### src/rtl/piradip_sample_sequencer_pkg.sv
// Shared types and helpers for the sample-buffer capture sequencer.
package piradip_sample_sequencer;

  typedef enum logic [1:0] {
    SEQ_IDLE,
    SEQ_RUN,
    SEQ_DRAIN
  } seq_state_t;

  // Index width that stays legal for a single-entry bank.
  function automatic int idx_width(input int n);
    return (n > 1) ? $clog2(n) : 1;
  endfunction

endpackage

### src/rtl/piradip_rr_pick.sv
// Rotating-priority picker: first set bit of mask at or after ptr, wrapping at N-1.
module piradip_rr_pick
  import piradip_sample_sequencer::*;
#(
  parameter int N = 4
) (
  input  logic [N-1:0]              mask,
  input  logic [idx_width(N)-1:0]   ptr,
  output logic [idx_width(N)-1:0]   idx,
  output logic                      valid
);

  localparam int IW = idx_width(N);

  // Scan from the farthest offset back to ptr so the nearest hit is written last.
  always_comb begin
    // NOTE: every output gets a default before the loop so no latch is inferred.
    idx   = '0;
    valid = 1'b0;
    for (int i = N - 1; i >= 0; i--) begin
      if (mask[(int'(ptr) + i) % N]) begin
        idx   = IW'((int'(ptr) + i) % N);
        valid = 1'b1;
      end
    end
  end

endmodule

### src/rtl/piradip_sample_buffer_sequencer.sv
// Round-robin one-shot capture scheduler: fires one trigger per period slot across enabled buffers.
module piradip_sample_buffer_sequencer
  import piradip_sample_sequencer::*;
#(
  parameter int NUM_BUF       = 4,
  parameter int PERIOD_WIDTH  = 32,
  parameter int COUNT_WIDTH   = 32,
  parameter int DRAIN_HOLDOFF = 8
) (
  input  logic                          aclk,
  input  logic                          aresetn,
  input  logic                          start,
  input  logic                          abort,
  input  logic [PERIOD_WIDTH-1:0]       period,
  input  logic [COUNT_WIDTH-1:0]        num_captures,
  input  logic [NUM_BUF-1:0]            buf_enable,
  input  logic [NUM_BUF-1:0]            buf_stopped,
  output logic [NUM_BUF-1:0]            trigger,
  output logic [idx_width(NUM_BUF)-1:0] buf_sel,
  output logic                          busy,
  output logic                          done,
  output logic [COUNT_WIDTH-1:0]        capture_count,
  output logic [COUNT_WIDTH-1:0]        overrun_count
);

  localparam int IW = idx_width(NUM_BUF);
  localparam int HW = $clog2(DRAIN_HOLDOFF + 2);

  seq_state_t              state_q, state_d;
  logic [PERIOD_WIDTH-1:0] period_q, slot_cnt_q, reload;
  logic [COUNT_WIDTH-1:0]  num_q, attempts_q;
  logic [NUM_BUF-1:0]      en_q;
  logic [IW-1:0]           ptr_q, sel, ptr_next;
  logic [HW-1:0]           hold_cnt_q;
  logic                    sel_valid, slot, last_slot, hold_done, all_idle, accept;

  piradip_rr_pick #(.N(NUM_BUF)) u_pick (
    .mask  (en_q),
    .ptr   (ptr_q),
    .idx   (sel),
    .valid (sel_valid)
  );

  assign accept    = start && !abort;
  assign reload    = (period_q == '0) ? '0 : period_q - PERIOD_WIDTH'(1);
  assign slot      = (state_q == SEQ_RUN) && (slot_cnt_q == '0) && sel_valid;
  assign last_slot = slot && (num_q != '0) && (attempts_q + COUNT_WIDTH'(1) == num_q);
  assign hold_done = (hold_cnt_q == HW'(DRAIN_HOLDOFF));
  assign all_idle  = &(buf_stopped | ~en_q);
  assign ptr_next  = (sel == IW'(NUM_BUF - 1)) ? '0 : sel + IW'(1);
  assign busy      = (state_q != SEQ_IDLE);

  always_ff @(posedge aclk or negedge aresetn) begin
    if (!aresetn) state_q <= SEQ_IDLE;
    else          state_q <= state_d;
  end

  always_comb begin
    state_d = state_q;
    unique case (state_q)
      SEQ_IDLE:  if (accept && buf_enable != '0) state_d = SEQ_RUN;
      SEQ_RUN:   if (last_slot)                  state_d = SEQ_DRAIN;
      SEQ_DRAIN: if (hold_done && all_idle)      state_d = SEQ_IDLE;
      default:                                   state_d = SEQ_IDLE;
    endcase
    if (abort) state_d = SEQ_IDLE;
  end

  // Abort freezes everything except clearing the one-cycle pulses.
  always_ff @(posedge aclk or negedge aresetn) begin
    if (!aresetn) begin
      period_q      <= '0;
      num_q         <= '0;
      en_q          <= '0;
      slot_cnt_q    <= '0;
      attempts_q    <= '0;
      ptr_q         <= '0;
      hold_cnt_q    <= '0;
      trigger       <= '0;
      buf_sel       <= '0;
      done          <= 1'b0;
      capture_count <= '0;
      overrun_count <= '0;
    end else begin
      // NOTE: non-blocking assignments so every register samples pre-edge values.
      trigger <= '0;
      done    <= 1'b0;
      if (!abort) begin
        unique case (state_q)
          SEQ_IDLE: begin
            if (start) begin
              period_q      <= period;
              num_q         <= num_captures;
              en_q          <= buf_enable;
              slot_cnt_q    <= '0;
              attempts_q    <= '0;
              ptr_q         <= '0;
              hold_cnt_q    <= '0;
              capture_count <= '0;
              overrun_count <= '0;
              done          <= (buf_enable == '0);
            end
          end
          SEQ_RUN: begin
            hold_cnt_q <= '0;
            if (slot) begin
              slot_cnt_q <= reload;
              attempts_q <= attempts_q + COUNT_WIDTH'(1);
              ptr_q      <= ptr_next;
              buf_sel    <= sel;
              if (buf_stopped[sel]) begin
                trigger       <= NUM_BUF'(1) << sel;
                capture_count <= capture_count + COUNT_WIDTH'(1);
              end else begin
                overrun_count <= overrun_count + COUNT_WIDTH'(1);
              end
            end else begin
              slot_cnt_q <= slot_cnt_q - PERIOD_WIDTH'(1);
            end
          end
          SEQ_DRAIN: begin
            if (!hold_done) hold_cnt_q <= hold_cnt_q + HW'(1);
            if (hold_done && all_idle) done <= 1'b1;
          end
          default: ;
        endcase
      end
    end
  end

endmodule

### config.mk
export PLATFORM = sky130hd
export DESIGN_NAME = piradip_sample_buffer_sequencer
export DESIGN_NICKNAME = d
export VERILOG_FILES = /design/src/rtl/piradip_sample_sequencer_pkg.sv /design/src/rtl/piradip_rr_pick.sv /design/src/rtl/piradip_sample_buffer_sequencer.sv
export SDC_FILE = /design/constraint.sdc
export NUM_CORES = 1
export LEC_CHECK = 0
export CORE_MARGIN = 2
export CORE_UTILIZATION = 25
export CTS_BUF_LIST = sky130_fd_sc_hd__clkbuf_16
export CTS_CLUSTER_SIZE = 40
export DETAILED_ROUTE_END_ITERATION = 8
export PLACE_DENSITY_LB_ADDON = 0.2
export SETUP_SLACK_MARGIN = 0.02
export SLEW_MARGIN = 25
export SYNTH_ARGS = -nofsm -noshare
export SYNTH_HDL_FRONTEND = slang
export SYNTH_SLANG_ARGS = --single-unit
### constraint.sdc
create_clock -name aclk -period 4.1 [get_ports aclk]
set_clock_uncertainty 0.1 [all_clocks]
set_input_delay 1.025 -clock aclk [delete_from_list [all_inputs] [get_ports aclk]]
set_output_delay 1.025 -clock aclk [all_outputs]
set_load 0.02 [all_outputs]
# Word-level counts from Yosys, hierarchy flattened
# Index checks and enable logic that the tools add are counted.
# W data, S select, Z words.
[word_totals] out_inout_bits=72 input_bits=76 wordCells=130 register_bits=211
[op_classes] addsub=10 n_lt_le_gt_ge=5 bitwise=6 n_reduce_logical=29 n_eq_ne=13 shift=1 mux=53
[op_table] op="$mux W32" n=8
[op_table] op="$pmux W32 S2" n=4
[op_table] op="$add A32 B1 Y32 const B" n=3
[op_table] op="$logic_not A32 Y1" n=2
[op_table] op="$sub A32 B1 Y32 const B" n=2
[op_table] op="$eq A32 B32 Y1" n=1
[op_table] op="$reduce_bool A32 Y1" n=1
[op_table] op="$mux W4" n=6
[op_table] op="$mux W2" n=11
[op_table] op="$mux W1" n=15
[op_table] op="$lt A3 B4 Y1 const B" n=3
[op_table] op="$pmux W4 S3" n=1
[op_table] op="$reduce_and A3 Y1" n=4
[op_table] op="$reduce_and A4 Y1" n=3
[op_table] op="$bmux W1 S2" n=5
[op_table] op="$reduce_and A5 Y1" n=2
[op_table] op="$ne A3 B3 Y1 const B" n=3
[op_table] op="$ne A2 B2 Y1 const B" n=4
[op_table] op="$logic_and A1 B1 Y1" n=7
[op_table] op="$lt A2 B3 Y1 const B" n=2
[op_table] op="$pmux W2 S3" n=1
[op_table] op="$reduce_or A2 Y1" n=3
[op_table] op="$add A2 B1 Y2 const B" n=2
[op_table] op="$add A2 B2 Y2 const B" n=2
[op_table] op="other kinds (18)" n=22

# Logic depth before layout (Yosys ltp)
[logic_depth] depth_word=16 ltp_mapped=12 mapped_depth_nobuf=10

# Modules after synthesis
# From an unflattened synthesis, not the netlist that was laid out.
[unflattened] hier_cells=1279 hier_area_um2=11798.8
[modules_own_cells] mod="piradip_sample_buffer_sequencer" cells_per_inst=1266 seq_area_each_um2=5280.1 n_inst=1 area_per_inst_um2=11721.2
[modules_own_cells] mod="piradip_rr_pick" cells_per_inst=13 seq_area_each_um2=0.0 n_inst=1 area_per_inst_um2=77.6

# Least setup slack after synthesis
# No wires, ideal clock.
[synth_path] path_type="flip-flop to flip-flop" start="register slot_cnt_q[9]" end="register state_q[0]" setup_slack_ns=0.869 period_less_slack_ns=3.231 arrival_ns=2.993 path_stages_with_launch=10 path_buffers=2 t_required_ns=3.863 setup_ns=0.137 path_cell_list="dfrtp_1 > or3_1 > buf_2 > or4_4 > buf_6 > or4_4 > or4_1 > nor4_1 > and4b_1 > nor4_1"
[synth_between] elab_chain_cells=7
[synth_lines] element="start, declared" line="piradip_sample_buffer_sequencer.sv:30" source="logic [PERIOD_WIDTH-1:0] period_q, slot_cnt_q, reload;"
[synth_lines] element="start signal, assigned" line="piradip_sample_buffer_sequencer.sv:107" source="slot_cnt_q <= reload;"
[synth_lines] element="start signal, assigned" line="piradip_sample_buffer_sequencer.sv:118" source="slot_cnt_q <= slot_cnt_q - PERIOD_WIDTH'(1);"
[synth_lines] element="$logic_not A32 Y1" line="piradip_sample_buffer_sequencer.sv:46" source="assign slot = (state_q == SEQ_RUN) && (slot_cnt_q == '0) && sel_valid;"
[synth_lines] element="$logic_and A1 B1 Y1 (2 in series)" line="piradip_sample_buffer_sequencer.sv:46"
[synth_lines] element="$logic_and A1 B1 Y1 (2 in series)" line="piradip_sample_buffer_sequencer.sv:47" source="assign last_slot = slot && (num_q != '0) && (attempts_q + COUNT_WIDTH'(1) == num_q);"
[synth_lines] element="$ne A3 B3 Y1 (no source line)"
[synth_lines] element="$reduce_and A3 Y1 (no source line)"
[synth_lines] element="end signal, assigned" line="piradip_sample_buffer_sequencer.sv:55" source="else state_q <= state_d;"
[synth_lines] element="end, declared" line="piradip_sample_buffer_sequencer.sv:29" source="seq_state_t state_q, state_d;"
# Every way passes these cells.
# A chain may end at the register's enable or synchronous reset.

# Worst setup path after layout
[layout_path] start="register attempts_q[1]" end="register state_q[1]"
[layout_between] elab_chain_cells=5
[layout_lines] element="start, declared" line="piradip_sample_buffer_sequencer.sv:31" source="logic [COUNT_WIDTH-1:0] num_q, attempts_q;"
[layout_lines] element="start signal, assigned" line="piradip_sample_buffer_sequencer.sv:108" source="attempts_q <= attempts_q + COUNT_WIDTH'(1);"
[layout_lines] element="$add A32 B1 Y32" line="piradip_sample_buffer_sequencer.sv:47"
[layout_lines] element="$eq A32 B32 Y1" line="piradip_sample_buffer_sequencer.sv:47"
[layout_lines] element="$logic_and A1 B1 Y1" line="piradip_sample_buffer_sequencer.sv:47"
[layout_lines] element="$ne A3 B3 Y1 (no source line)"
[layout_lines] element="$reduce_and A3 Y1 (no source line)"
# Every way passes these cells.

==> run_results.csv <==
group,metric,value,unit
cts,clkLatencyLatePin,0.56,ns
power_and_ir_drop,p_per_area,477,mW/mm²
global_routing,grt_first_pass_wirelength,59.1,mm
cts,postCtsResizedCells,0,
placed_design,io_buffers,147,
logic_synthesis,post-synth-top-count-cell,"dfrtp_1",
global_routing,grt_antenna_before_repair,2,
cells_and_area,drive_gt1_frac,0.116,
route,drt_first_pass_iters,5,
cells_and_area,final_nets,1556,
floorplan,fp.dieH,226,µm
sta,finalCritPeriodShare,0.887,
global_routing,first_global_vias,10400,
route,drtAntennaViolNets,0,
global_routing,top_usage_layer,"met2",
setup_path,end_kind,"register",
floorplan,core,0.0486,mm²
cells_and_area,fillerInstances,5104,
cts,cts_max_path_buffers,3,
floorplan,num_io_pins,148,
logic_synthesis,synth_seq_area_share,0.430,
floorplan,num_rows,81,
cts,cts.clk_slew.worst_paths,0.06,ns
global_routing,grt_max_degree,71,
route,drc,0,
floorplan,initial_core_util,0.252,
placed_design,dp_hpwl,26.8,mm
cells_and_area,utilization,0.318,
logic_synthesis,synth.avg_cell_area,9.23,µm²
cts,cts_root_buf,"clkbuf_16",
setup_path,start_kind,"register",
logic_synthesis,synth_xor_area_frac,0.0957,
global_routing,grt_use_met1,0.206,
min_path,hold_path_class,"in -> async",
setup_path,criticalPathCategory,"reg -> reg",
logic_synthesis,yosys_warnings,0,
floorplan,dieArea,0.0509,mm²
logic_synthesis,ys_ff_latch,211,
global_routing,use_met3,0.0310,
logic_synthesis,syn_nets,1418,
placed_design,gp_congestion,0.835,
cts,clkSinkCount,211,
route,drt-initial-drc-count,768,
logic_synthesis,synth_fa_ha_area_frac,0.0122,
power_and_ir_drop,ir_drop,272,µV
cells_and_area,fin_cells,2110,
setup_path,crit_required,4.49,ns
route,num_vias,10500,
cells_and_area,antenna_cells,0,
sta,setup_viol,0,
sta,tns,0,ns
global_routing,gr-usage-met2,0.223,
power_and_ir_drop,leakage,0.00613,µW
logic_synthesis,yosysTopAreaCell,"dfrtp_1",
global_routing,grtUsageTotal,0.145,
logic_synthesis,synthSimpleGateAreaFrac,0.229,
route,wl,37.1,mm
global_routing,grt-ovfl-total,0,
cells_and_area,syn_to_final_growth,26.2,%
logic_synthesis,synth_edf_count,0,
sta,max_freq,0.275,GHz
logic_synthesis,synth_flop_cell,"dfrtp_1",
route,routedWlPerCell,17.6,µm
sta,maxSlewHeadroom,0.490,
cts,cts_tree,"built",
logic_synthesis,synthArstFlopShare,1.00,
logic_synthesis,synth_area,0.0123,mm²
logic_synthesis,synthMuxAreaShare,0.0653,
route,via_per_inst,4.99,
sta,hold_viol,0,
sta,hold_ws,0.333,ns
setup_path,worstPathMaxFanout,6,
logic_synthesis,synth_top_cells_by_area,"dfrtp_1 43%, mux2_2 5.9%, xnor2_1 5.3%, xor2_1 4.3%, nor2_1 3.9%",
run_status,outcome,"complete, no violations",
logic_synthesis,synth_top_family_by_area,"simple AND/OR/NAND/NOR gates",
logic_synthesis,ys_types,61,
placed_design,place_inst,2060,
setup_path,worst_ep_arrival_time,4.03,ns
cts,htree_levels,1,
logic_synthesis,synth_common_cells,"211 x dfrtp_1, 127 x nor2_1, 118 x nand2_1",
cts,postCtsHoldBufs,0,
floorplan,die_w,226,µm
sta,rsz0062_at_grt,"false",
logic_synthesis,yosysTopAreaCellShare,0.430,
logic_synthesis,synthCells,1330,
sta,max_slew.worst_pin.slew,0.764,ns
flow_run,maxCapViolCount,0,
sta,fin_crit,3.64,ns
cts,post_cts_buffers,0,
logic_synthesis,synth_compound_area_frac,0.133,
sta,slew_viol_final,0,
cts,cts_buffers,28,
==> placed cells by master, fill, tap and decap left out, types with 6 or more instances in the layout <==
master / netlist / final
or4_1: 14 / 14
nor2b_1: 6 / 6
o21ai_0: 88 / 88
xor2_1: 60 / 60
o22ai_1: 11 / 11
a21oi_1: 59 / 58
nor2_1: 127 / 126
clkbuf_16: 0 / 29
ha_1: 12 / 12
a21o_1: 9 / 9
clkdlybuf4s50_1: 0 / 146
and2_1: 15 / 15
nand2_1: 118 / 117
buf_4: 2 / 32
o2111ai_1: 21 / 21
a22o_1: 20 / 20
nand3_1: 29 / 29
dfrtp_1: 211 / 211
nor4_2: 13 / 13
nor3b_1: 6 / 6
clkinv_1: 1 / 8
xnor2_1: 74 / 74
inv_1: 28 / 33
o211ai_1: 12 / 12
or3_1: 16 / 16
nand4_1: 29 / 29
mux2i_1: 8 / 8
and3_1: 24 / 24
nor3_1: 63 / 62
nor4_1: 35 / 35
nand2b_1: 7 / 7
o21ai_1: 9 / 9
mux2_2: 64 / 64
and4_1: 11 / 11
==> critical path, stage by stage, from the launching register on <==
cell and delay (ns):
dfrtp_1 0.44, ha_1 0.32, nand3_1 0.16, nor4_1 0.62, nand4_1 0.40, xnor2_1 0.23, or4_1 0.49, nor4_1 0.35
and4b_1 0.32, o21ba_1 0.13
==> layout make-up <==
class | instances | area (µm²) | share of cell area
sequential | 211 | 5280 | 0.341
clock buffer | 29 | 726 | 0.0469
timing repair buffer | 184 | 1820 | 0.117
inverter | 29 | 109 | 0.00703
tap | 622 | 778 | 0.0503
clock inverter | 21 | 168 | 0.0108
multi-input combinational | 1014 | 6610 | 0.427
==> path summary, 6_finish.rpt <==
check | from | to | slack (ns) | cells past startpoint
hold reg to reg | slot_cnt_q[10] | slot_cnt_q[10] | 0.40 | 1
setup / recovery | attempts_q[1] | state_q[1] | 0.46 | 9
min in group aclk | slot_cnt_q[10] | slot_cnt_q[10] | 0.40 | 1
setup reg to reg | attempts_q[1] | state_q[1] | 0.46 | 9
hold / removal | aresetn | capture_count[9] | 0.33 | 1
max in group asynchronous | aresetn | slot_cnt_q[8] | 2.71 | 2
==> per-stage QoR <==
| stage | cell area (µm²) | total power [µW] | setup WS (ns) |
|---|---|---|---|
| detailed placement | 14600 | 5030 | 0.457 |
| finish | 15500 | 7390 | 0.464 |
| CTS | 15500 | 7490 | 0.460 |
| global placement | 14600 | 5000 | 0.493 |
| floorplan | 12300 | 4310 | 0.869 |
| global route | 15500 | 7900 | 0.242 |
==> per-layer routing <==
metal,wire (µm),up-vias
met1,17900,5162
met3,2360,41
met2,16200,253
met5,18,-
met4,628,4
li1,-,5071
==> registers in the layout (all words and copies together) (netlist names) <==
signal         flops
attempts_q        32
capture_count     32
num_q             32
overrun_count     32
period_q          32
slot_cnt_q        32
en_q               4
hold_cnt_q         4
trigger            4
buf_sel            2
ptr_q              2
state_q            2
done               1
==> where the power goes <==
group	total [µW]	leakage, µW	internal [µW]	switching [µW]
clock	2400	0.000457	1450	946
sequential	2830	0.00277	2410	422
combinational	2170	0.00290	925	1240
==> logic make-up after synthesis <==
logic type                 count (synthesis)
AOI/OAI and AO/OA                        263
xor gates and xnor gates                 134
adders and majority gates                 12
buffers and inverters                    105
DFF                                      211
muxes                                     72
and+or+nand+nor                          533
Note: power is estimated with default switching activity, not from simulation.
==> RTL change, RTL diff (same flow settings) <==
`NUM_BUF`: 4 -> 5.
--- a/src/rtl/piradip_sample_buffer_sequencer.sv
+++ b/src/rtl/piradip_sample_buffer_sequencer.sv
@@ -3,5 +3,5 @@
   import piradip_sample_sequencer::*;
 #(
-  parameter int NUM_BUF       = 4,
+  parameter int NUM_BUF       = 5,
   parameter int PERIOD_WIDTH  = 32,
   parameter int COUNT_WIDTH   = 32,
Interface: changed (resized buf_enable, buf_sel, buf_stopped and trigger); port bits go from 148 to 152. No check against the original RTL was run, so the function may have changed too.
==> RTL change against the unedited design <==
The flow now finishes with violations (negative setup slack). Design area up 29%. Setup slack worse by 1.1 ns. Synthesized cell count up 29%. Wire length up 38%. Fmax down 23%. Cell count up 34%. Sequential cell count up 4. Via count up 36%. Utilization up 3.8 points. Synthesized area up 15%. Highest routed layer unchanged.
Power is not compared: it rests on default switching activity, and its combinational part moved more than twofold at a synthesized area within 25%.
==> RTL change: results (changes against the unedited design) <==
fin worst setup slack -0.596 ns (-1.06 ns); initial antenna violation count 1 (-1); max_slew headroom 48.0% (-0.95 points); first-pass GRT wire length 80.7 mm (+36%); drt total wl 51.0 mm (+38%); share of layout cells above drive strength 1 21.9% (+10 points); NumNets Final 2155 (+38%); DR iter-0 viols 832 (+8.3%); vias in the first global route 14100 (+36%); hold crit path type reg2reg; status finished, violations left; placed cell count 2722 (+32%); Final Core Density 35.7% (+3.8 points); PortBufs 151 (+2.7%); Placed Area 18100 sq um (+24%); Via-to-Cell Ratio 5.09 (+2.0%); Final setup viols 141 (+141); CP peak stage delay 0.52 ns (-0.10 ns); Clock Latency Late Sink 0.54 ns (-0.02 ns); CTS Buf Count 26 (-7.1%); WHS 0.385 ns (+0.0528 ns); fill count 5840 (+14%); Final TNS setup -58.64 ns (-58.64 ns); mean post-synth cell area 8.28 sq um (-10%); cells taking the most area after synthesis dfrtp_1 38%, nand2_1 8.5%, o21ai_0 4.7%, o31ai_1 3.8%, xnor2_1 3.6%; failing checks negative setup slack; Worst Path Arrival 5.06 ns (+1.03 ns); post-layout min period 4.70 ns (+1.06 ns); Unique masters post-synth 91 (+49%); highest net fanout along the worst path 9 (+3)
==> RTL change: cell count changes after synthesis, moves of 21 or more <==
cell / before / now
nand2_1: 118 / 320
a21oi_1: 59 / 93
ha_1: 12 / 33
nor2_1: 127 / 92
nand3_1: 29 / 61
or4_1: 14 / 64
o21ai_0: 88 / 134
mux2_2: 64 / 5
xor2_1: 60 / 34
nor3_1: 63 / 42
o31ai_1: 4 / 72
==> RTL change: worst max-delay path: cells and delay by family (launching register included) <==
kind | cells | cell delay [ns]
AOI/OAI and AO/OA | 7 | 1.50
DFF | 1 | 0.41
adders and majority gates | 3 | 0.60
buffers and inverters | 4 | 0.43
muxes | 1 | 0.19
and+or+nand+nor | 6 | 1.38
==> RTL change: final timing paths <==
kind                           startpoint           endpoint  slack [ns]  cells after the start
max                              ptr_q[1]  capture_count[26]       -0.60                     21
min                        slot_cnt_q[13]     slot_cnt_q[13]        0.39                      2
max reg2reg                      ptr_q[1]  capture_count[26]       -0.60                     21
min reg2reg                slot_cnt_q[13]     slot_cnt_q[13]        0.39                      2
max in group asynchronous         aresetn  overrun_count[30]        2.57                      2
min in group asynchronous         aresetn  capture_count[12]        0.42                      1
==> RTL change: cells by family (layout without fill, tap and decap cells) <==
| kind of cell | after synthesis | count (layout) | share of synthesized area (%) |
|---|---|---|---|
| DFF | 215 | 215 | 38.0 |
| and+or+nand+nor | 771 | 777 | 27.1 |
| adders and majority gates | 33 | 33 | 2.91 |
| xor gates and xnor gates | 94 | 94 | 5.92 |
| AOI/OAI and AO/OA | 432 | 432 | 20.3 |
| other | 0 | 1 | 0 |
| buffers and inverters | 149 | 496 | 4.41 |
| muxes | 17 | 17 | 1.37 |
==> RTL change: layer usage <==
metal / vias to the layer above / global-route usage, % / wire, microns
met4: 2 / 3.43 / 862
met3: 58 / 3.09 / 2670
met1: 7042 / 23.6 / 24300
met2: 323 / 27.1 / 23200
li1: 6938 / - / -
met5: - / 0 / 12
==> RTL change: cell type report <==
| cell class | instances | share of cell area, % |
|---|---|---|
| multi-input combinational | 1353 | 44.7 |
| antenna | 1 | 0.0125 |
| timing repair buffer | 395 | 18.5 |
| clock inverter | 21 | 0.724 |
| tap | 756 | 4.72 |
| inverter | 53 | 1.04 |
| sequential | 215 | 26.9 |
| clock buffer | 27 | 3.37 |
==> RTL change: power by group through the flow <==
stage | registers [mW] | clock network [mW] | logic, mW
detailed placement | 2.80 | 0 | 6.63
floorplan | 2.72 | 0 | 4.01
CTS | 2.77 | 2.34 | 8.06
global placement | 2.79 | 0 | 6.54
finish | 2.78 | 2.26 | 8.74
global route | 2.83 | 2.43 | 9.40
==> RTL change: timing repair <==
item	in CTS	in global routing
cloned	9	3
setup buffers	24	15
hold buffers	0	0
endpoints found under the setup margin	141	141
pin swaps	12	37
gates resized for setup	53	64
